### config.mk
export PLATFORM = sky130hd
export DESIGN_NAME = lfsr_prbs_gen
export DESIGN_NICKNAME = d
export VERILOG_FILES = /design/src/rtl/lfsr_prbs_gen.sv
export SDC_FILE = /design/constraint.sdc
export NUM_CORES = 1
export LEC_CHECK = 0
export ABC_AREA = 1
export ABC_CLOCK_PERIOD_IN_PS = 3600
export CELL_PAD_IN_SITES_DETAIL_PLACEMENT = 0
export CELL_PAD_IN_SITES_GLOBAL_PLACEMENT = 1
export CORE_ASPECT_RATIO = 1.5
export CORE_MARGIN = 2
export CORE_UTILIZATION = 25
export CTS_BUF_LIST = sky130_fd_sc_hd__clkbuf_2 sky130_fd_sc_hd__clkbuf_4 sky130_fd_sc_hd__clkbuf_8
export DETAILED_ROUTE_END_ITERATION = 7
export GPL_ROUTABILITY_DRIVEN = 1
export HOLD_SLACK_MARGIN = 0.08
export PLACE_DENSITY_LB_ADDON = 0.1
export SLEW_MARGIN = 5
export SYNTH_ARGS = -nofsm -noshare
export SYNTH_HDL_FRONTEND = slang
export SYNTH_SLANG_ARGS = --single-unit
### constraint.sdc
create_clock -name clk -period 3.6 [get_ports clk]
set_input_delay 0.9 -clock clk [delete_from_list [all_inputs] [get_ports clk]]
set_output_delay 0.9 -clock clk [all_outputs]
set_load 0.02 [all_outputs]
### src/rtl/lfsr_prbs_gen.sv
// lfsr_prbs_gen: Fibonacci-LFSR PRBS source emitting OUT_W bits per beat on a valid/ready stream.
// Optional error injection input err_inj is enabled by defining LFSR_ERR_INJ_EN.
module lfsr_prbs_gen #(
  parameter int unsigned      WIDTH = 5,
  parameter logic [WIDTH-1:0] TAPS  = 5'b10010,
  parameter logic [WIDTH-1:0] SEED  = 5'b11111,
  parameter int unsigned      OUT_W = 1
) (
  input  logic             clk,
  input  logic             preset,
  input  logic             en,
  input  logic             load,
  input  logic [WIDTH-1:0] load_seed,
`ifdef LFSR_ERR_INJ_EN
  input  logic             err_inj,
`endif
  output logic             out_valid,
  input  logic             out_ready,
  output logic [OUT_W-1:0] out_data,
  output logic             out_wrap,
  output logic             lockup
);
  localparam logic [32:0] P = (33'd1 << WIDTH) - 33'd1;
  logic [WIDTH-1:0] state_q, state_d, pos_q, pos_d;
  logic [OUT_W-1:0] data_q, data_d;
  logic             valid_q, wrap_q, wrap_d, lockup_q, gen;
  logic [32:0]      pos_sum;
  // Unroll OUT_W steps; the first (oldest) bit lands in the MSB.
  always_comb begin
    state_d = state_q;
    data_d  = '0;
    for (int i = OUT_W - 1; i >= 0; i--) begin
      data_d[i] = state_d[WIDTH-1];
      state_d   = {state_d[WIDTH-2:0], ^(state_d & TAPS)};
    end
`ifdef LFSR_ERR_INJ_EN
    data_d[OUT_W-1] = data_d[OUT_W-1] ^ err_inj;
`endif
  end
  assign pos_sum = 33'(pos_q) + 33'(OUT_W);
  assign pos_d   = WIDTH'(pos_sum % P);
  assign wrap_d  = (pos_q == '0) || (pos_sum > P);
  assign gen     = en && (!valid_q || out_ready) && !load;
  always_ff @(posedge clk or negedge preset) begin
    if (!preset) begin
      state_q  <= SEED;
      pos_q    <= '0;
      valid_q  <= 1'b0;
      data_q   <= '0;
      wrap_q   <= 1'b0;
      lockup_q <= 1'b0;
    end else if (load) begin
      state_q  <= (load_seed == '0) ? SEED : load_seed;
      pos_q    <= '0;
      valid_q  <= 1'b0;
      lockup_q <= (load_seed == '0);
    end else begin
      lockup_q <= 1'b0;
      if (gen) begin
        state_q <= state_d;
        pos_q   <= pos_d;
        data_q  <= data_d;
        wrap_q  <= wrap_d;
        valid_q <= 1'b1;
      end else if (out_ready) begin
        valid_q <= 1'b0;
      end
    end
  end
  assign out_valid = valid_q;
  assign out_data  = data_q;
  assign out_wrap  = wrap_q;
  assign lockup    = lockup_q;
endmodule

==> results.sh, run 1 <==
export IMPL_cp_end_kind="flip-flop"
export IMPL_max_vdd_ir_drop_uv=229
export IMPL_crit_type="in2reg"
export IMPL_min_to="state_q[2]"
export IMPL_yosysWarnings=0
export IMPL_multi_input_area_sq_um=390
export IMPL_async_flop_share_pct=100
export IMPL_start_util_pct=26.4
export IMPL_final_hold_viol_count=0
export IMPL_ys_flop_type="dfrtp_1"
export IMPL_syn_avg_cell_area_sq_um=7.52
export IMPL_combPwrFrac_pct=17.8
export IMPL_worstHoldStart="state_q[2]"
export IMPL_wl_mm=1.96
export IMPL_status="finished clean"
export IMPL_synthTopCellsByArea="dfrtp_1, dfstp_2, nand2_1"
export IMPL_place_hpwl_mm=1.52
export IMPL_grt_ovfl_total=0
export IMPL_tightest_slew_ns=0.780
export IMPL_cts_resized=0
export IMPL_clock_sinks=14
export IMPL_grt_max_degree=15
export IMPL_dpl_worst_slack_ns=0.867
export IMPL_antenna_found_initial=0
export IMPL_ios=14
export IMPL_final_layout_size_suffix_gt1_share_pct=13.6
export IMPL_syn_nets=124
export IMPL_cp_data_arrival_time_ns=2.61
export IMPL_worstHoldPathType="reg2reg"
export IMPL_critPathRequiredTime_ns=3.73
export IMPL_cp_common_cell="nand2_1"
export IMPL_h_tree_depth=1
export IMPL_drtIter0Drc=19
export IMPL_vias=740
export IMPL_synthTopCellsByCount="nand2_1, inv_1, nand3_1, dfrtp_1, nor2_1"
export IMPL_r2r_start="pos_q[0]"
export IMPL_tritoncts="built"
export IMPL_yosysUniqueCellTypes=21
export IMPL_yosysMostFrequentCell="nand2_1"
export IMPL_cts_root_buf="clkbuf_8"
export IMPL_crit_fanout=12
export IMPL_cts_buffer_depth=2
export IMPL_synth_edff_count=0
export IMPL_seq_area_sq_um=357
export IMPL_p_seq_share_pct=45.0
export IMPL_crit_slowest_cell="nor2_1"
export IMPL_netlist_area_sq_um=835
export IMPL_syn_to_final_growth_pct=26.7
export IMPL_p_sw_share_pct=25.7
export IMPL_reg2reg_slack_ns=1.81
export IMPL_grt_use_total_pct=11.9
export IMPL_finalSetupViolCount=0
export IMPL_die_y_um=74.8
export IMPL_diodes=0
export IMPL_power_frac_clock_pct=37.1
export IMPL_viasPerCell=4.48
export IMPL_gp_congestion=0.693
export IMPL_critical_path_max_stage_delay_ns=0.61
export IMPL_ctsHoldBuffers=0
export IMPL_fmax_mhz=404
export IMPL_power_leakage_nw=0.518
export IMPL_slew_violations=0
export IMPL_maxSlewHeadroom_pct=47.8
export IMPL_drv_cap=0
export IMPL_power_switching_w=0.000107
export IMPL_path_cells="clkdlybuf4s50_1, inv_1, nand2_1, nand2_1, nor2_1, o21ai_0, o22a_1"
export IMPL_die_w_um=51.2
export IMPL_synth_cells=111
export IMPL_postCtsSetupBuffers=0
export IMPL_drt_first_pass_iters=4
export IMPL_power_density_mw_per_mm2=394
export IMPL_skew_ns=0.00292
export IMPL_antenna_left=0
export IMPL_core_rowCount=25
export IMPL_fin_nets=139
export IMPL_rr_endpoint="pos_q[2]"
export IMPL_dieArea_sq_mm=0.00383
export IMPL_setup_tns_ns=0
export IMPL_grt_pass1_wl_mm=3.27
export IMPL_period_needed_ns=2.47
export IMPL_critPathLaunchType="input port"
export IMPL_drc=0
export IMPL_yosysTopAreaCell="dfrtp_1"
export IMPL_core_area_sq_mm=0.00316
export IMPL_rr_worst_depth=10
export IMPL_fin_crit_sh_pct=68.7
export IMPL_clkSlewWorstSetupHoldPaths_ns=0.06
export IMPL_whs_path_depth=2
export IMPL_worst_slack_ns=1.13
export IMPL_internal_power_w=0.000309
export IMPL_portBuffers=13
export IMPL_path_delay_family="simple AND/OR/NAND/NOR gates"
export IMPL_rsz0062_at_grt="false"
export IMPL_yosysSeqAreaShare_pct=42.7
export IMPL_synth_seq_cells=14
export IMPL_avgRoutedWirePerCell_um=11.9
export IMPL_fill_cells=341
export IMPL_clock_latency_ns=0.24
export IMPL_path_buf_inv=2
export IMPL_grt_pass1_vias=744
export IMPL_cts_made_buffers=3
export IMPL_synth_top_area_share_pct=27.0
-- per-stage QoR --
stage	hold slack (ns)	utilization, %	total power, W	cell area [sq um]	std cells
finish	0.497	33.5	0.000416	1060	165
global route	0.515	33.5	0.000438	1060	165
CTS	0.500	33.5	0.000425	1060	165
detailed placement	0.492	31.7	0.000265	1000	161
global placement	0.486	31.7	0.000266	1000	161
floorplan	0.472	-	0.000231	835	111
-- sequential cells by signal (all words and copies together) (netlist names) --
register	flops
lockup	1
out_valid	1
state_q	5
out_data	1
out_wrap	1
pos_q	5
-- routing by layer --
| metal | part of all wire [%] | up-vias | GRT usage (%) |
|---|---|---|---|
| met5 | 0 | - | 0 |
| met2 | 57 | 9 | 23.2 |
| met1 | 40 | 348 | 12.0 |
| met3 | 1.6 | 2 | 1.19 |
| li1 | - | 381 | - |
| met4 | 1.2 | 0 | 7.21 |
-- cell type report --
type / instances / area share, %
Clock buffer: 4 / 5.21
Tap cell: 40 / 4.73
Multi-Input combinational cell: 74 / 36.9
Inverter: 20 / 7.10
Sequential cell: 14 / 33.7
Timing Repair Buffer: 13 / 12.3
-- power groups by stage --
stage,clock network (W),registers (W),logic (W)
after floorplan,0,0.000195,0.0000362
after global placement,0,0.000191,0.0000755
after detailed placement,0,0.000190,0.0000755
after CTS,0.000162,0.000188,0.0000758
after global routing,0.000164,0.000189,0.0000844
final,0.000155,0.000188,0.0000743
-- cell usage in the layout (no fill, tap or decap), drive strengths merged --
cell type,n
clkdlybuf4s50,13
inv,20
o21ai,5
nand2,30
nor2,7
nand4,4
a21oi,5
nor4,1
dfrtp,9
dfstp,5
o22a,1
nor3,1
xor2,1
or2,1
mux2,1
nand3,14
ha,3
clkbuf,4
-- worst min-delay path, cell delays in order, from the launching register on --
cell and delay (ns):
dfstp_2 0.37, nand2_1 0.05, nand3_1 0.07
-- kinds of logic (layout without fill, tap and decap cells) --
family | after synthesis | count (layout) | synth area share, %
XOR/XNOR | 1 | 1 | 1.05
AO/OA/AOI/OAI | 11 | 11 | 7.05
AND/OR/NAND/NOR | 58 | 58 | 32.8
multiplexers | 1 | 1 | 1.35
adder cells (fa/ha/maj) | 3 | 3 | 4.50
flip-flops | 14 | 14 | 42.7
buffers and inverters | 23 | 37 | 10.5
-- how the worst max path moves through the flow --
stage               from        to  slack, ns  cells after the start
2_1_floorplan       load  out_wrap       1.92                      4
6_report       out_ready  out_wrap       1.13                      7
5_1_grt        out_ready  out_wrap       0.86                      7
3_3_place_gp   out_ready  out_data       0.96                      6
4_1_cts        out_ready  out_wrap       1.11                      7
3_5_place_dp   out_ready  out_wrap       0.87                      7
Power figures use the tool's default switching activity.
==> run 2, diff against run 1 <==
--- a/config.mk
+++ b/config.mk
@@ -6,7 +6,7 @@
 export NUM_CORES = 1
 export LEC_CHECK = 0
 export ABC_AREA = 1
-export ABC_CLOCK_PERIOD_IN_PS = 3600
+export ABC_CLOCK_PERIOD_IN_PS = 2100
 export CELL_PAD_IN_SITES_DETAIL_PLACEMENT = 0
 export CELL_PAD_IN_SITES_GLOBAL_PLACEMENT = 1
 export CORE_ASPECT_RATIO = 1.5
==> constraint.sdc (replaced) <==
create_clock -name clk -period 2.1 [get_ports clk]
set_input_delay 0.525 -clock clk [delete_from_list [all_inputs] [get_ports clk]]
set_output_delay 0.525 -clock clk [all_outputs]
set_load 0.02 [all_outputs]
==> run 2 against run 1 <==
Cell count increased by 1.8%; critical path depth is 3 higher; worst hold slack lost 0.0080 ns; core utilization grew 0.71 points; die area did not move; power rose by 71%; clock power is 68% higher; design area grew 2.1%; largest cell class unchanged; largest power group unchanged.
==> results.sh, run 2 (synthesis gave the netlist of run 1 again) <==
export IMPL_cp_end_kind="flip-flop"
export IMPL_fin_crit_sh_pct=81.8
export IMPL_critPathRequiredTime_ns=2.23
export IMPL_path_cells="inv_1, ha_1, ha_1, nand3_2, nor2_1, nand2_2, nand3_2, nand2_1, nand3_1, nand2_1"
export IMPL_grt_use_total_pct=11.4
export IMPL_cts_root_buf="clkbuf_8"
export IMPL_maxSlewHeadroom_pct=80.4
export IMPL_crit_slowest_cell="dfrtp_1"
export IMPL_gp_congestion=0.716
export IMPL_start_util_pct=26.4
export IMPL_antenna_left=0
export IMPL_setup_tns_ns=0
export IMPL_place_hpwl_mm=1.62
export IMPL_ios=14
export IMPL_final_hold_viol_count=0
export IMPL_fill_cells=356
export IMPL_die_w_um=51.2
export IMPL_drv_cap=0
export IMPL_post_route_util_pct=34.2
export IMPL_layout_common_cells="nand2_1, inv_1, clkdlybuf4s50_1"
export IMPL_critPathLaunchType="flip-flop"
export IMPL_power_density_mw_per_mm2=661
export IMPL_grt_pass1_wl_mm=3.13
export IMPL_p_seq_share_pct=45.0
export IMPL_status="finished clean"
export IMPL_avgRoutedWirePerCell_um=11.7
export IMPL_cts_made_buffers=3
export IMPL_clock_sinks=14
export IMPL_viasPerCell=4.46
export IMPL_max_vdd_ir_drop_uv=391
export IMPL_drt_first_pass_iters=4
export IMPL_wl_mm=1.97
export IMPL_diodes=0
export IMPL_period_needed_ns=1.72
export IMPL_crit_fanout=5
export IMPL_p_sw_share_pct=25.1
export IMPL_slew_violations=0
export IMPL_min_to="state_q[1]"
export IMPL_tightest_slew_ns=0.291
export IMPL_power_frac_clock_pct=36.4
export IMPL_rr_worst_depth=10
export IMPL_cp_data_arrival_time_ns=1.85
export IMPL_core_rowCount=25
export IMPL_portBuffers=13
export IMPL_whs_path_depth=2
export IMPL_fin_nets=142
export IMPL_power_switching_w=0.000179
export IMPL_drc=0
export IMPL_rsz0062_at_grt="false"
export IMPL_combPwrFrac_pct=18.6
export IMPL_die_y_um=74.8
export IMPL_r2r_start="pos_q[0]"
export IMPL_drtIter0Drc=15
export IMPL_finalSetupViolCount=0
export IMPL_h_tree_depth=1
export IMPL_p_total_w=0.000713
export IMPL_tritoncts="built"
export IMPL_rr_endpoint="pos_q[2]"
export IMPL_fmax_mhz=582
export IMPL_cts_buffer_depth=2
export IMPL_worstHoldPathType="reg2reg"
export IMPL_worstHoldStart="state_q[0]"
export IMPL_clkSlewWorstSetupHoldPaths_ns=0.06
export IMPL_clock_latency_ns=0.24
export IMPL_ctsHoldBuffers=0
export IMPL_antenna_found_initial=0
export IMPL_grt_max_degree=15
export IMPL_grt_ovfl_total=0
export IMPL_internal_power_w=0.000534
export IMPL_multi_input_area_sq_um=390
export IMPL_critical_path_max_stage_delay_ns=0.44
export IMPL_grt_pass1_vias=711
export IMPL_final_layout_size_suffix_gt1_share_pct=15.6
export IMPL_skew_ns=0.00188
export IMPL_core_area_sq_mm=0.00316
export IMPL_crit_type="reg2reg"
export IMPL_vias=750
export IMPL_power_leakage_nw=0.533
export IMPL_cts_resized=0
export IMPL_reg_top3="pos_q (5), state_q (5)"
export IMPL_seq_area_sq_um=357
export IMPL_postCtsSetupBuffers=0
export IMPL_reg2reg_slack_ns=0.38
export IMPL_final_common_cell="nand2_1"
export IMPL_syn_to_final_growth_pct=29.4
export IMPL_dieArea_sq_mm=0.00383
## run 2: power groups by stage
stage	sequential, W	clock [W]	combinational [W]
after floorplan	0.000334	0	0.0000621
after global placement	0.000327	0	0.000137
after detailed placement	0.000326	0	0.000136
after CTS	0.000321	0.000273	0.000137
after global routing	0.000325	0.000286	0.000147
final	0.000321	0.000260	0.000133
## run 2: worst max path at each step
stage / startpoint / endpoint / slack (ns) / cells after the start
floorplan: pos_q[0] / pos_q[0] / 0.46 / 11
global placement: out_ready / out_data / 0.12 / 7
detailed placement: out_ready / out_data / 0.11 / 7
CTS: pos_q[0] / pos_q[2] / 0.34 / 10
global route: pos_q[0] / pos_q[2] / 0.23 / 10
finish: pos_q[0] / pos_q[2] / 0.38 / 10
## run 2: routing by layer
metal	vias up	GRT usage [%]	part of all wire, %
met5	-	0	0
met4	0	6.31	1.2
met2	7	21.6	55
met3	2	1.98	1.8
li1	389	-	-
met1	352	11.5	42
## run 2: cell type report
type / instances / area share (%)
inverters: 20 / 6.95
well taps: 40 / 4.63
flip-flops and latches: 14 / 33.0
multi-input cells: 74 / 36.2
repair buffers: 16 / 14.1
clock buffers: 4 / 5.10
## run 2: through the flow
step                cells  hold WS, ns  setup WS [ns]  area [sq um]
floorplan             111        0.229          0.462           835
global placement      164        0.481          0.115          1020
detailed placement    164        0.483          0.111          1020
CTS                   168        0.493          0.345          1080
global route          168        0.513          0.226          1080
finish                168        0.489          0.382          1080
## run 2: critical path: cells and delay by family, from the launching register on
kind	cells	cell delay (ns)
fa+ha+maj	2	0.48
simple gates	7	0.61
flops	1	0.44
buf+inv	1	0.07
==> run 3, diff against run 2 <==
--- a/config.mk
+++ b/config.mk
@@ -6,7 +6,7 @@
 export NUM_CORES = 1
 export LEC_CHECK = 0
 export ABC_AREA = 1
-export ABC_CLOCK_PERIOD_IN_PS = 2100
+export ABC_CLOCK_PERIOD_IN_PS = 1750
 export CELL_PAD_IN_SITES_DETAIL_PLACEMENT = 0
 export CELL_PAD_IN_SITES_GLOBAL_PLACEMENT = 1
 export CORE_ASPECT_RATIO = 1.5
==> constraint.sdc (replaced) <==
create_clock -name clk -period 1.75 [get_ports clk]
set_input_delay 0.4375 -clock clk [delete_from_list [all_inputs] [get_ports clk]]
set_output_delay 0.4375 -clock clk [all_outputs]
set_load 0.02 [all_outputs]
==> run 3 against run 2 <==
Clock power is 22% higher; cell count is 7.7% higher; sequential power is 20% higher; sequential cell count stayed put; combinational power is 49% higher; clock-buffer cell count stayed put; power is 26% higher; largest cell class unchanged; largest power group unchanged.
==> results.sh, run 3 (synthesis gave the netlist of run 1 again) <==
export IMPL_worst_slack_ns=0.100
export IMPL_slew_violations=0
export IMPL_grt_use_total_pct=13.1
export IMPL_core_area_sq_mm=0.00316
export IMPL_crit_type="reg2out"
export IMPL_fin_nets=155
export IMPL_die_y_um=74.8
export IMPL_drc=0
export IMPL_power_leakage_nw=0.596
export IMPL_reg_top3="pos_q (5), state_q (5)"
export IMPL_cts_made_buffers=3
export IMPL_p_total_w=0.000900
export IMPL_stdcell_count=181
export IMPL_antenna_left=0
export IMPL_viasPerCell=4.48
export IMPL_wl_mm=2.19
export IMPL_drv_cap=0
export IMPL_cts_buffer_depth=2
export IMPL_period_needed_ns=1.65
export IMPL_clock_latency_ns=0.24
export IMPL_final_hold_viol_count=0
export IMPL_critPathLaunchType="flip-flop"
export IMPL_gp_congestion=0.809
export IMPL_crit_slowest_cell="clkdlybuf4s50_1"
export IMPL_critical_path_max_stage_delay_ns=0.61
export IMPL_clock_sinks=14
export IMPL_cp_end_kind="primary output"
export IMPL_h_tree_depth=1
export IMPL_reg2reg_slack_ns=0.14
export IMPL_path_buf_inv=1
export IMPL_diodes=0
export IMPL_worstHoldStart="state_q[2]"
export IMPL_drt_first_pass_iters=4
export IMPL_rr_endpoint="pos_q[1]"
export IMPL_drtIter0Drc=8
export IMPL_cts_root_buf="clkbuf_8"
export IMPL_maxSlewHeadroom_pct=71.8
export IMPL_clkSlewWorstSetupHoldPaths_ns=0.06
export IMPL_final_layout_size_suffix_gt1_share_pct=27.7
export IMPL_start_util_pct=26.4
export IMPL_tritoncts="built"
export IMPL_ios=14
export IMPL_grt_pass1_vias=863
export IMPL_fmax_mhz=606
export IMPL_final_common_cell="nand2_1"
export IMPL_dpl_worst_slack_ns=-0.0441
export IMPL_power_density_mw_per_mm2=744
export IMPL_place_hpwl_mm=1.70
export IMPL_path_delay_family="buffers and inverters"
export IMPL_min_to="state_q[3]"
export IMPL_max_vdd_ir_drop_uv=343
export IMPL_portBuffers=13
export IMPL_status="finished clean"
export IMPL_die_w_um=51.2
export IMPL_antenna_found_initial=0
export IMPL_layout_common_cells="nand2_1, inv_1, buf_4"
export IMPL_grt_max_degree=15
export IMPL_rr_worst_depth=10
export IMPL_whs_path_depth=2
export IMPL_critPathRequiredTime_ns=1.31
export IMPL_post_route_util_pct=38.3
export IMPL_finalSetupViolCount=0
export IMPL_worstHoldPathType="reg2reg"
export IMPL_vias=811
export IMPL_r2r_start="pos_q[1]"
export IMPL_core_rowCount=25
export IMPL_grt_pass1_wl_mm=3.75
export IMPL_fin_crit_sh_pct=94.3
export IMPL_skew_ns=0.00520
export IMPL_cp_data_arrival_time_ns=1.21
export IMPL_crit_fanout=2
export IMPL_grt_ovfl_total=0
export IMPL_tightest_slew_ns=0.419
export IMPL_syn_to_final_growth_pct=45.0
export IMPL_whs_ns=0.491
export IMPL_dieArea_sq_mm=0.00383
export IMPL_dpl_cell_count=174
export IMPL_path_cells="clkdlybuf4s50_1"
export IMPL_avgRoutedWirePerCell_um=12.1
==> run 3: how the worst max path moves through the flow <==
| stage | from | end | slack, ns | depth (start not counted) |
|---|---|---|---|---|
| 3_3_place_gp | load_seed[1] | state_q[0] | -0.05 | 7 |
| 3_5_place_dp | load_seed[1] | state_q[0] | -0.04 | 7 |
| 6_report | out_data | out_data | 0.10 | 1 |
| 2_1_floorplan | pos_q[0] | pos_q[0] | 0.11 | 11 |
| 4_1_cts | out_data | out_data | 0.07 | 1 |
| 5_1_grt | pos_q[1] | pos_q[0] | -0.004 | 10 |
==> run 3: tightest hold or removal path, cell delays in order, from the launching register on <==
cell,delay (ns)
dfstp_2,0.36
nand2_1,0.06
nand3_1,0.07
==> run 3: through the flow <==
stage / setup TNS, ns / cell area (sq um)
2_1_floorplan: 0 / 835
3_5_place_dp: -0.124 / 1100
5_1_grt: -0.00406 / 1210
6_report: 0 / 1210
3_3_place_gp: -0.143 / 1100
4_1_cts: 0 / 1150
==> run 3: final cells by class <==
class | count | area (sq um)
fill | 333 | 1950
clock buffer | 4 | 55.1
timing repair buffer | 29 | 250
sequential | 14 | 357
inverter | 20 | 75.1
multi-input combinational | 74 | 423
tap | 40 | 50.0
==> run 3: where the power goes <==
group	internal, W	switching (W)
clock network	0.000199	0.000118
logic	0.000104	0.0000940
registers	0.000364	0.0000214
==> run 3: timing repair <==
action / CTS / global route
hold buffers: 0 / 0
setup endpoints to repair: 0 / 3
gates resized for setup: 0 / 7
setup buffers: 0 / 3
==> run 3: routing by layer <==
| metal | GRT usage, % | wire length, um | up-vias |
|---|---|---|---|
| met5 | 0 | 0 | - |
| met4 | 5.41 | 19 | 0 |
| met3 | 1.19 | 41 | 2 |
| met2 | 26.7 | 1270 | 11 |
| met1 | 13.1 | 868 | 386 |
| li1 | - | - | 412 |
